==> src/rtl/color_sequencer.sv <==
// One-hot light sequencer: a button rise steps NUM_CH channels in order, each held dwell+1 cycles.
// Optional input debounce filter is enabled by defining COLOR_SEQ_DEBOUNCE_EN.
module color_sequencer #(
  parameter int NUM_CH          = 3,
  parameter int DWELL_W         = 8,
  parameter int DEBOUNCE_CYCLES = 4
) (
  input  logic                      clk,
  input  logic                      reset,
  input  logic                      button,
  input  logic [DWELL_W-1:0]        dwell,
  input  logic                      mode_loop,
  input  logic                      abort,
  output logic [NUM_CH-1:0]         ch_out,
  output logic [$clog2(NUM_CH)-1:0] step_idx,
  output logic                      busy,
  output logic                      done
);

  localparam int IDX_W = $clog2(NUM_CH);
  localparam logic [IDX_W-1:0] LAST_IDX = IDX_W'(NUM_CH - 1);
  localparam logic [NUM_CH-1:0] FIRST_CH = {{(NUM_CH-1){1'b0}}, 1'b1};

  typedef enum logic {
    IDLE   = 1'b0,
    ACTIVE = 1'b1
  } state_t;

  logic btn;
  logic btn_q;
  logic rise;

`ifdef COLOR_SEQ_DEBOUNCE_EN
  localparam int DB_W = $clog2(DEBOUNCE_CYCLES + 1);

  logic [DB_W-1:0] db_cnt;

  // The filtered level flips only after DEBOUNCE_CYCLES consecutive samples disagree with it.
  always_ff @(posedge clk or posedge reset) begin
    if (reset) begin
      db_cnt <= '0;
      btn    <= 1'b0;
    end else if (button != btn) begin
      if (db_cnt == DB_W'(DEBOUNCE_CYCLES - 1)) begin
        btn    <= button;
        db_cnt <= '0;
      end else begin
        db_cnt <= db_cnt + 1'b1;
      end
    end else begin
      db_cnt <= '0;
    end
  end
`else
  assign btn = button;
`endif

  always_ff @(posedge clk or posedge reset) begin
    if (reset) begin
      btn_q <= 1'b0;
    end else begin
      btn_q <= btn;
    end
  end

  assign rise = btn & ~btn_q;

  state_t             state, state_n;
  logic [IDX_W-1:0]   idx, idx_n;
  logic [DWELL_W-1:0] cnt, cnt_n;
  logic [DWELL_W-1:0] dwell_q, dwell_q_n;
  logic               loop_q, loop_q_n;
  logic               stop_pend, stop_pend_n;
  logic [NUM_CH-1:0]  ch_n;
  logic               busy_n;
  logic               done_n;
  logic               stop_req;

  always_ff @(posedge clk or posedge reset) begin
    if (reset) begin
      state     <= IDLE;
      idx       <= '0;
      cnt       <= '0;
      dwell_q   <= '0;
      loop_q    <= 1'b0;
      stop_pend <= 1'b0;
      ch_out    <= '0;
      busy      <= 1'b0;
      done      <= 1'b0;
    end else begin
      state     <= state_n;
      idx       <= idx_n;
      cnt       <= cnt_n;
      dwell_q   <= dwell_q_n;
      loop_q    <= loop_q_n;
      stop_pend <= stop_pend_n;
      ch_out    <= ch_n;
      busy      <= busy_n;
      done      <= done_n;
    end
  end

  // A stop request raised on the very cycle a pass ends still ends that pass.
  assign stop_req = stop_pend | (rise & loop_q);

  always_comb begin
    state_n     = state;
    idx_n       = idx;
    cnt_n       = cnt;
    dwell_q_n   = dwell_q;
    loop_q_n    = loop_q;
    stop_pend_n = stop_pend;
    ch_n        = ch_out;
    busy_n      = busy;
    done_n      = 1'b0;

    case (state)
      IDLE: begin
        if (!abort && rise) begin
          state_n     = ACTIVE;
          dwell_q_n   = dwell;
          loop_q_n    = mode_loop;
          idx_n       = '0;
          cnt_n       = '0;
          stop_pend_n = 1'b0;
          ch_n        = FIRST_CH;
          busy_n      = 1'b1;
        end
      end

      ACTIVE: begin
        if (abort) begin
          state_n     = IDLE;
          idx_n       = '0;
          cnt_n       = '0;
          stop_pend_n = 1'b0;
          ch_n        = '0;
          busy_n      = 1'b0;
        end else begin
          stop_pend_n = stop_req;
          if (cnt == dwell_q) begin
            cnt_n = '0;
            if (idx != LAST_IDX) begin
              idx_n = idx + 1'b1;
              ch_n  = ch_out << 1;
            end else if (loop_q && !stop_req) begin
              idx_n = '0;
              ch_n  = FIRST_CH;
            end else begin
              state_n     = IDLE;
              idx_n       = '0;
              stop_pend_n = 1'b0;
              ch_n        = '0;
              busy_n      = 1'b0;
              done_n      = 1'b1;
            end
          end else begin
            cnt_n = cnt + 1'b1;
          end
        end
      end

      default: begin
        state_n = IDLE;
      end
    endcase
  end

  assign step_idx = idx;

endmodule

==> config.mk <==
export PLATFORM = sky130hd
export DESIGN_NAME = color_sequencer
export DESIGN_NICKNAME = d
export VERILOG_FILES = /design/src/rtl/color_sequencer.sv
export SDC_FILE = /design/constraint.sdc
export NUM_CORES = 1
export LEC_CHECK = 0
export ABC_CLOCK_PERIOD_IN_PS = 3800
export CAP_MARGIN = 25
export CORE_MARGIN = 5
export CORE_UTILIZATION = 55
export CTS_BUF_LIST = sky130_fd_sc_hd__clkbuf_8
export DETAILED_ROUTE_END_ITERATION = 10
export PLACE_DENSITY = 0.8
export SLEW_MARGIN = 20
export SYNTH_ARGS = -nofsm -noshare
export SYNTH_HDL_FRONTEND = slang
export SYNTH_SLANG_ARGS = --single-unit
==> constraint.sdc <==
create_clock -name clk -period 3.8 [get_ports clk]
set_clock_uncertainty 0.2 [all_clocks]
set_input_delay 0.76 -clock clk [delete_from_list [all_inputs] [get_ports clk]]
set_output_delay 0.76 -clock clk [all_outputs]
set_load 0.01 [all_outputs]
==> results of run 1 <==
-- report_power, final --
part	total [W]	switching, W	internal (W)
Combinational	0.000155	0.0000740	0.0000813
Clock	0.000166	0.0000932	0.0000728
Sequential	0.000358	0.0000338	0.000324
Total	0.000680	0.000201	0.000479
-- Yosys cell counts, drive strengths merged --
cell	count
o311ai	1
nor3	5
o22ai	1
o21bai	1
ha	1
a211oi	1
nand2	13
nor3b	1
xor2	1
nor4	2
nand2b	3
xnor2	9
a21oi	1
nand3	9
and3	3
buf	4
mux2	9
o211ai	3
and4	2
or2b	1
dfrtp	27
nor2	5
a311oi	1
nand4	5
inv	5
o211a	1
and2	1
o2111ai	3
a31o	1
a31oi	3
a2111o	1
a2111oi	1
o21ai	6
clkbuf	5
nor2b	2
-- layout make-up --
cell class	instances	area, sq um
Inverter	5	18.8
Timing Repair Buffer	22	213
Multi-Input combinational cell	97	667
Tap cell	30	37.5
Clock inverter	1	3.75
Clock buffer	3	41.3
Sequential cell	27	676
Fill cell	200	821
-- cells by family (layout without fill, tap and decap cells) --
logic type | after synthesis | count (layout) | share of synthesized area
adders and majority gates | 1 | 1 | 0.00885
DFF | 27 | 27 | 0.478
and+or+nand+nor | 52 | 52 | 0.196
buffers and inverters | 14 | 31 | 0.0504
muxes | 9 | 9 | 0.0717
AOI/OAI and AO/OA | 25 | 25 | 0.127
xor gates and xnor gates | 10 | 10 | 0.0673
-- per-layer routing --
layer / wire, microns / GRT usage
met1: 1240 / 0.219
met2: 1500 / 0.305
met3: 143 / 0.0447
met4: 40 / 0.0836
met5: 0 / 0
-- final timing paths --
path                             from    endpoint  slack (ns)
min                        dwell_q[1]  dwell_q[1]        0.34
max reg2reg                    cnt[5]      cnt[2]        1.50
max in group asynchronous       reset       state        2.39
min reg2reg                dwell_q[1]  dwell_q[1]        0.34
min in group asynchronous       reset      cnt[0]        0.64
max                             abort   stop_pend        1.36
-- registers in the layout (all words and copies together) (netlist names), 2 cells and up --
register  cells
dwell_q       8
step_idx      2
ch_out        3
cnt           8
-- through the flow --
stage,power (W),utilization,cells,hold slack [ns],worst slack (ns)
floorplan,0.000465,-,138,0.302,1.88
global placement,0.000511,0.651,181,0.315,1.20
detailed placement,0.000520,0.651,181,0.319,1.06
CTS,0.000681,0.669,185,0.341,1.35
global route,0.000716,0.669,185,0.357,1.20
finish,0.000680,0.669,185,0.337,1.36
==> metrics.csv, run 1 <==
stage;metric;value;unit
run_status;status;completed;
drt;Iteration-0 DRC Markers;37;
clocking;CTS tree;built;
yosys;mean post-synth cell area;10.2;sq um
global_route;largest net degree at the start of global routing;28;
sta;Final Cycle Share;0.642;
power;VDD IR max;0.308;mV
critical_path;critical path endpoint category;flop;
floorplan;die height;60.7;microns
drt;via count;1123;
clocking;post-cts sizing count;0;
critical_path;data required time at the worst endpoint;3.76;ns
clocking;worst skew pair latency;0.28;ns
critical_path;Largest delay share family, worst path;buffers and inverters;
drt;number of nets with antenna violations after routing;0;
floorplan;initial core utilization;0.571;
yosys;Synth cell types;40;
power;LEAKAGE;0.687;nW
flow_run;Max-Cap Viols;0;
yosys;sequential fraction of the synthesis area;0.478;
yosys;YS warnings;0;
drt;drt wl/cell;15.9;microns
critical_path;Crit. path cell count;6;
critical_path;CP Buf/Inv Count;2;
critical_path;worst setup path class;primary input to flop;
yosys;#FFs+latches synth;27;
sta;Max-slew headroom;0.631;
sta;Pins Over Slew Limit;0;
sta;final setup TNS;0;ns
sta;Max Freq;410;MHz
yosys;area leader, netlist;dfrtp_1;
floorplan;# rows;18;
final_layout;Area growth syn-to-layout;17.2;%
clocking;Root Driver;clkbuf_8;
yosys;post-synth top area share;0.478;
floorplan;IO Count;20;
final_layout;layout cells sized above 1;0.135;
clocking;Longest Clk Path Bufs;2;
global_route;global-route wire length before repair;4960;microns
critical_path;Worst path max stage delay;0.51;ns
floorplan;core area;2480;sq um
clocking;H-Tree Depth;1;
power;PwrDens;410;nW/um^2
critical_path;worst path arrival time;2.40;ns
final_layout;Ant. Diodes;0;
yosys;top post-synthesis cells by area;dfrtp_1 48%, mux2_2 7.2%, xnor2_1 5.0%;
place;Placement Cell Area;1610;sq um
drt;DRT Pass-1 Iters;4;
yosys;post-synth net total;152;
floorplan;Die Wd;60.7;microns
final_layout;most frequent cells in the layout;27 x dfrtp_1, 19 x clkdlybuf4s50_1, 13 x nand2_1, 9 x nand3_1, 9 x mux2_2;
clocking;CTS Hold Bufs;0;
min_path;worst hold path class;flop to flop;
critical_path;crit start category;primary input;
clocking;post-CTS setup buffers;0;
critical_path;worst r2r path cells;4;
sta;RSZ-0062 raised after global routing;no;
clocking;Clock Pin Slew Worst Setup and Hold Paths;0.09;ns
critical_path;CP Cell Sequence;clkdlybuf4s50_1 > nor3b_1 > nor2_1 > buf_4 > a2111oi_0 > nor3_1;
global_route;global route overflow;0;
yosys;synthesized cell area;1410;sq um
place;GPL Wtd Cong;0.788;
final_layout;leading cell type in the layout, fill and taps excluded;dfrtp_1;
clocking;clk sinks;27;
global_route;initial antenna violation count;0;
yosys;Synth Instances;138;
drt;Via density;6.07;
final_layout;Layout Nets;170;
global_route;gr usage total;0.182;
min_path;hold path cells;1;
floorplan;Die ar.;3680;sq um
final_layout;Finished Cell Area;1660;sq um
clocking;CTS Buf Count;3;
global_route;number of global-route vias before repair;1168;
sta;final hold violations;0;
critical_path;CP max stage cell;clkdlybuf4s50_1;
sta;post-layout min period;2.44;ns
sta;setup violators final;0;
critical_path;crit path max fanout;14;
place;post-detail-place hpwl;2090;microns
drt;detailed-route DRC error count;0;
place;count of port buffers added during placement;19;
sta;Slew @ Worst Pin;0.549;ns
drt;Total Routed Length;2930;microns
Note: power is estimated with default switching activity, not from simulation.
==> run 2: changes to the inputs <==
ABC_CLOCK_PERIOD_IN_PS = 2360   (was 3800)
clock period = 2.36 ns   (was 3.8 ns; I/O delays follow)
==> run 2 against run 1 <==
Against the previous run: non-clock buffer count increased by 3; highest routed layer unchanged; critical endpoint is now cnt[2]; global-route usage rose by 0.19 points; die area unchanged; clock power grew 55%; sequential cell count did not move; via count is 2.7% higher; hold slack improved by 0.0036 ns; largest power group unchanged.
==> metrics.csv, run 2 (synthesis gave the netlist of run 1 again) <==
stage;metric;value;unit;change
run_status;status;completed;;unchanged
sta;Pins Over Slew Limit;0;;unchanged
place;post-detail-place hpwl;2030;microns;was 2090 microns
clocking;clk sinks;27;;unchanged
final_layout;Area growth syn-to-layout;18.8;%;was 17.2%
global_route;number of global-route vias before repair;1157;;was 1168
clocking;Clock Pin Slew Worst Setup and Hold Paths;0.09;ns;about the same
sta;final hold violations;0;;unchanged
final_layout;most frequent cells in the layout;27 x dfrtp_1, 19 x clkdlybuf4s50_1, 13 x nand2_1, 9 x nand3_1, 9 x mux2_2;;unchanged
place;count of port buffers added during placement;19;;unchanged
sta;post-layout min period;1.97;ns;
min_path;worst hold path class;flop to flop;;unchanged
floorplan;die height;60.7;microns;unchanged
drt;Total Routed Length;2890;microns;was 2930 microns
critical_path;CP max stage cell;o21ai_1;;was clkdlybuf4s50_1
floorplan;# rows;18;;unchanged
final_layout;Top Registers;cnt (8), dwell_q (8), ch_out (3);;unchanged
sta;RSZ-0062 raised after global routing;no;;unchanged
critical_path;worst setup path class;flop to flop;;was primary input to flop
drt;detailed-route DRC error count;0;;unchanged
global_route;largest net degree at the start of global routing;28;;unchanged
clocking;CTS tree;built;;unchanged
critical_path;Worst path max stage delay;0.55;ns;was 0.51 ns
floorplan;IO Count;20;;unchanged
final_layout;Ant. Diodes;0;;unchanged
clocking;Longest Clk Path Bufs;2;;unchanged
place;dpl ws;0.142;ns;was 1.06 ns
critical_path;critical path endpoint category;flop;;unchanged
floorplan;Die ar.;3680;sq um;unchanged
clocking;Root Driver;clkbuf_8;;unchanged
sta;Max-slew headroom;0.566;;was 0.631
sta;setup violators final;0;;unchanged
drt;Via density;6.13;;was 6.07
drt;DRT Pass-1 Iters;4;;unchanged
floorplan;core area;2480;sq um;unchanged
sta;Max Freq;508;MHz;
power;LEAKAGE;0.701;nW;was 0.687 nW
critical_path;worst path arrival time;1.88;ns;was 2.40 ns
clocking;post-cts sizing count;0;;unchanged
drt;drt wl/cell;15.4;microns;was 15.9 microns
flow_run;Max-Cap Viols;0;;unchanged
final_layout;leading cell type in the layout, fill and taps excluded;dfrtp_1;;unchanged
final_layout;Cell Count, Final, Fillers Out;188;;was 185
global_route;initial antenna violation count;0;;unchanged
power;PwrDens;652;nW/um^2;was 410 nW/um^2
critical_path;data required time at the worst endpoint;2.28;ns;was 3.76 ns
place;DP Cell Count;184;;was 181
sta;setup ws final;0.393;ns;was 1.36 ns
drt;via count;1153;;was 1123
floorplan;initial core utilization;0.571;;unchanged
global_route;gr usage total;0.183;;was 0.182
global_route;global-route wire length before repair;5110;microns;was 4960 microns
place;GPL Wtd Cong;0.795;;was 0.788
floorplan;Die Wd;60.7;microns;unchanged
clocking;CTS Hold Bufs;0;;unchanged
power;VDD IR max;0.500;mV;was 0.308 mV
final_layout;layout cells sized above 1;0.146;;was 0.135
clocking;worst skew pair latency;0.27;ns;was 0.28 ns
clocking;H-Tree Depth;1;;unchanged
critical_path;crit path max fanout;8;;was 14
drt;number of nets with antenna violations after routing;0;;unchanged
drt;Iteration-0 DRC Markers;44;;was 37
clocking;post-CTS setup buffers;0;;unchanged
critical_path;CP Cell Sequence;xnor2_1 > nand4_1 > o21ai_1 > o311ai_0;;was clkdlybuf4s50_1 > nor3b_1 > nor2_1 > buf_4 > a2111oi_0 > nor3_1
sta;final setup TNS;0;ns;unchanged
final_layout;fill cell count;213;;was 200
sta;Slew @ Worst Pin;0.646;ns;was 0.549 ns
critical_path;crit start category;flop;;was primary input
sta;Final Cycle Share;0.833;;
final_layout;Layout Nets;173;;was 170
global_route;global route overflow;0;;unchanged
clocking;CTS Buf Count;3;;unchanged
==> run 2: area by class of cell <==
cell class / instances / area (sq um) / share of cell area
sequential: 27 / 676 / 0.402
multi-input combinational: 97 / 667 / 0.397
timing repair buffer: 25 / 235 / 0.140
clock buffer: 3 / 41.3 / 0.0246
tap: 30 / 37.5 / 0.0224
inverter: 5 / 18.8 / 0.0112
clock inverter: 1 / 3.75 / 0.00224
==> run 2: layer usage <==
metal	track usage	vias up	wire length, microns
met1	0.238	572	1280
met5	0	-	0
met2	0.307	33	1440
met3	0.0362	4	142
met4	0.0619	0	24
li1	-	544	-
==> run 2: final timing paths <==
| kind | slack (ns) | cells past startpoint | to | startpoint |
|---|---|---|---|---|
| max in group asynchronous | 1.33 | 3 | done | reset |
| worst min register to register | 0.34 | 1 | dwell_q[1] | dwell_q[1] |
| worst max-delay path | 0.39 | 4 | cnt[2] | cnt[5] |
| worst max register to register | 0.39 | 4 | cnt[2] | cnt[5] |
| worst min-delay path | 0.34 | 1 | dwell_q[1] | dwell_q[1] |
| min in group asynchronous | 0.36 | 3 | dwell_q[0] | reset |
==> run 2: through the flow <==
step	power, W	area, sq um	hold slack, ns	util
2_1_floorplan	0.000749	1410	0.302	-
3_3_place_gp	0.000836	1630	0.304	0.660
3_5_place_dp	0.000846	1630	0.323	0.660
4_1_cts	0.00110	1680	0.345	0.678
5_1_grt	0.00116	1680	0.366	0.678
6_report	0.00110	1680	0.341	0.678
==> run 2: critical path: cells and delay by family, from the launching register on <==
family	cells	cell delay, ns
AO/OA/AOI/OAI	2	0.77
XOR/XNOR	1	0.24
flip-flops	1	0.45
AND/OR/NAND/NOR	1	0.16
==> run 2: power by group <==
part	switching [W]	leakage, nW	internal (W)
logic	0.000120	0.326	0.000139
clock network	0.000141	0.0269	0.000117
registers	0.0000559	0.349	0.000522
==> run 3: changes to the inputs <==
ABC_CLOCK_PERIOD_IN_PS = 1900   (was 2360)
clock period = 1.9 ns   (was 2.36 ns; I/O delays follow)
==> run 3 against run 2 <==
Against the previous run: sequential share of layout area decreased by 1.6 points; sequential power increased by 24%; hold slack got worse by 0.077 ns; clock power increased by 25%; first-iteration DRC count increased by 27%; count of clock-buffer cells in the layout unchanged; register-to-register slack got worse by 0.34 ns; combinational power increased by 35%; sequential cell count unchanged; worst setup slack got worse by 0.34 ns; fmax increased by 6.2%; largest cell class unchanged; largest power group unchanged.
==> metrics.csv, run 3 (synthesis gave the netlist of run 1 again) <==
stage;metric;value;unit;change
global_route;met2 GRT Util;0.334;;was 0.307
critical_path;worst r2r dst;stop_pend;;was cnt[2]
floorplan;# rows;18;;unchanged
power;LEAKAGE;0.743;nW;was 0.701 nW
floorplan;core area;2480;sq um;unchanged
final_layout;Storage cell area;677;sq um;was 676 sq um
critical_path;crit start category;flop;;unchanged
global_route;largest net degree at the start of global routing;28;;unchanged
drt;DRT Pass-1 Iters;4;;unchanged
final_layout;area taken by multi-input logic gates;672;sq um;was 667 sq um
clocking;Longest Clk Path Bufs;2;;unchanged
global_route;layer with the highest usage;met2;;unchanged
clocking;Clock Pin Slew Worst Setup and Hold Paths;0.09;ns;about the same
final_layout;Area growth syn-to-layout;24.0;%;was 18.8%
run_status;status;completed;;unchanged
final_layout;Layout Nets;182;;was 173
drt;Iteration-0 DRC Markers;56;;was 44
global_route;initial antenna violation count;0;;unchanged
global_route;number of global-route vias before repair;1234;;was 1157
drt;Total Routed Length;3160;microns;was 2890 microns
final_layout;leading cell type in the layout, fill and taps excluded;dfrtp_1;;unchanged
final_layout;most frequent cells in the layout;26 x dfrtp_1, 19 x clkdlybuf4s50_1, 15 x buf_4, 13 x nand2_1;;was 27 x dfrtp_1, 19 x clkdlybuf4s50_1, 13 x nand2_1, 9 x nand3_1, 9 x mux2_2
clocking;CTS tree;built;;unchanged
sta;Max-slew headroom;0.774;;was 0.566
drt;detailed-route DRC error count;0;;unchanged
final_layout;Finished Cell Area;1750;sq um;was 1680 sq um
sta;final hold violations;0;;unchanged
place;dpl ws;-0.200;ns;was 0.142 ns
floorplan;Die ar.;3680;sq um;unchanged
sta;setup ws final;0.0486;ns;was 0.393 ns
critical_path;data required time at the worst endpoint;1.85;ns;was 2.28 ns
critical_path;r2r setup slk;0.05;ns;was 0.39 ns
final_layout;Top Registers;cnt (8), dwell_q (8), ch_out (3);;unchanged
place;GPL Wtd Cong;0.850;;was 0.795
drt;drt wl/cell;16.0;microns;was 15.4 microns
critical_path;worst path arrival time;1.81;ns;was 1.88 ns
global_route;global-route wire length before repair;5530;microns;was 5110 microns
floorplan;die height;60.7;microns;unchanged
critical_path;worst r2r src;cnt[2];;was cnt[5]
critical_path;critical path endpoint category;flop;;unchanged
global_route;global route overflow;0;;unchanged
clocking;H-Tree Depth;1;;unchanged
sta;final setup TNS;0;ns;unchanged
final_layout;layout cells sized above 1;0.204;;was 0.146
place;Placement Cell Area;1700;sq um;was 1630 sq um
drt;Via density;5.95;;was 6.13
critical_path;worst setup path class;flop to flop;;unchanged
place;count of port buffers added during placement;19;;unchanged
sta;Pins Over Slew Limit;0;;unchanged
global_route;M3 GR Usage;0.0340;;was 0.0362
critical_path;crit path max fanout;6;;was 8
sta;setup violators final;0;;unchanged
power;PwrDens;792;nW/um^2;was 652 nW/um^2
final_layout;Ant. Diodes;0;;unchanged
sta;Slew @ Worst Pin;0.338;ns;was 0.646 ns
clocking;Root Driver;clkbuf_8;;unchanged
floorplan;initial core utilization;0.571;;unchanged
clocking;worst skew pair latency;0.27;ns;about the same
min_path;worst hold path class;primary input to asynchronous set/reset pin;;was flop to flop
clocking;clk sinks;27;;unchanged
clocking;CTS Buf Count;3;;unchanged
global_route;M1 GR Usage;0.244;;was 0.238
power;VDD IR max;0.553;mV;was 0.500 mV
sta;Final Cycle Share;0.974;;was 0.833
global_route;gr usage total;0.200;;was 0.183
floorplan;Die Wd;60.7;microns;unchanged
drt;number of nets with antenna violations after routing;0;;unchanged
sta;post-layout min period;1.85;ns;was 1.97 ns
critical_path;worst r2r path cells;5;;was 4
drt;via count;1173;;was 1153
floorplan;IO Count;20;;unchanged
final_layout;fill cell count;201;;was 213
flow_run;Max-Cap Viols;0;;unchanged
place;post-detail-place hpwl;2330;microns;was 2030 microns
critical_path;worst setup path start;cnt[2];;was cnt[5]
sta;Max Freq;540;MHz;was 508 MHz
==> run 3: cell count changes in the layout (fill, tap and decap cells not counted), sizes merged <==
cell,previous run,this run
buf,6,15
==> run 3: report_power, final <==
group | switching (W) | internal [W] | total [W] | leakage, nW
Clock | 0.000175 | 0.000145 | 0.000320 | 0.0269
Sequential | 0.0000695 | 0.000649 | 0.000718 | 0.347
Combinational | 0.000164 | 0.000186 | 0.000350 | 0.369
Total | 0.000409 | 0.000980 | 0.00139 | 0.743
==> run 3: routing by layer <==
metal	vias to the layer above	part of all wire	wire length, microns
met3	8	0.046	146
met1	572	0.42	1310
met2	32	0.52	1640
met5	-	0	0
met4	0	0.020	63
li1	561	-	-
==> run 3: through the flow <==
stage | power, W | cells | hold slack, ns | utilization
final | 0.00139 | 197 | 0.264 | 0.708
after global routing | 0.00147 | 197 | 0.301 | 0.708
after CTS | 0.00139 | 197 | 0.280 | 0.705
after detailed placement | 0.00107 | 193 | 0.317 | 0.687
after global placement | 0.00105 | 193 | 0.304 | 0.687
after floorplan | 0.000930 | 138 | 0.211 | -
==> run 3: critical path, stage by stage, from the launching register on <==
cell	delay, ns
dfrtp_2	0.45
xnor2_1	0.22
nand4_1	0.22
buf_4	0.21
a2111oi_1	0.33
nor3_1	0.10
==> run 3: how the worst max path moves through the flow <==
stage / slack, ns / cells past startpoint / endpoint
floorplan: 0.27 / 6 / cnt[2]
global placement: -0.13 / 5 / stop_pend
detailed placement: -0.20 / 5 / stop_pend
CTS: 0.04 / 5 / cnt[3]
global route: -0.08 / 5 / stop_pend
finish: 0.05 / 5 / stop_pend
==> run 3: layout make-up <==
cell class	instances	share of cell area
Clock buffer	3	0.0236
Inverter	5	0.0107
Sequential cell	27	0.386
Multi-Input combinational cell	97	0.383
Clock inverter	1	0.00214
Tap cell	30	0.0214
Timing Repair Buffer	34	0.173
==> run 3: repair_timing <==
action | 4_1_cts | 5_1_grt
hold buffers | 0 | 0
setup endpoints to repair | 0 | 6
resized for setup | 0 | 3
buffers inserted | 0 | 0
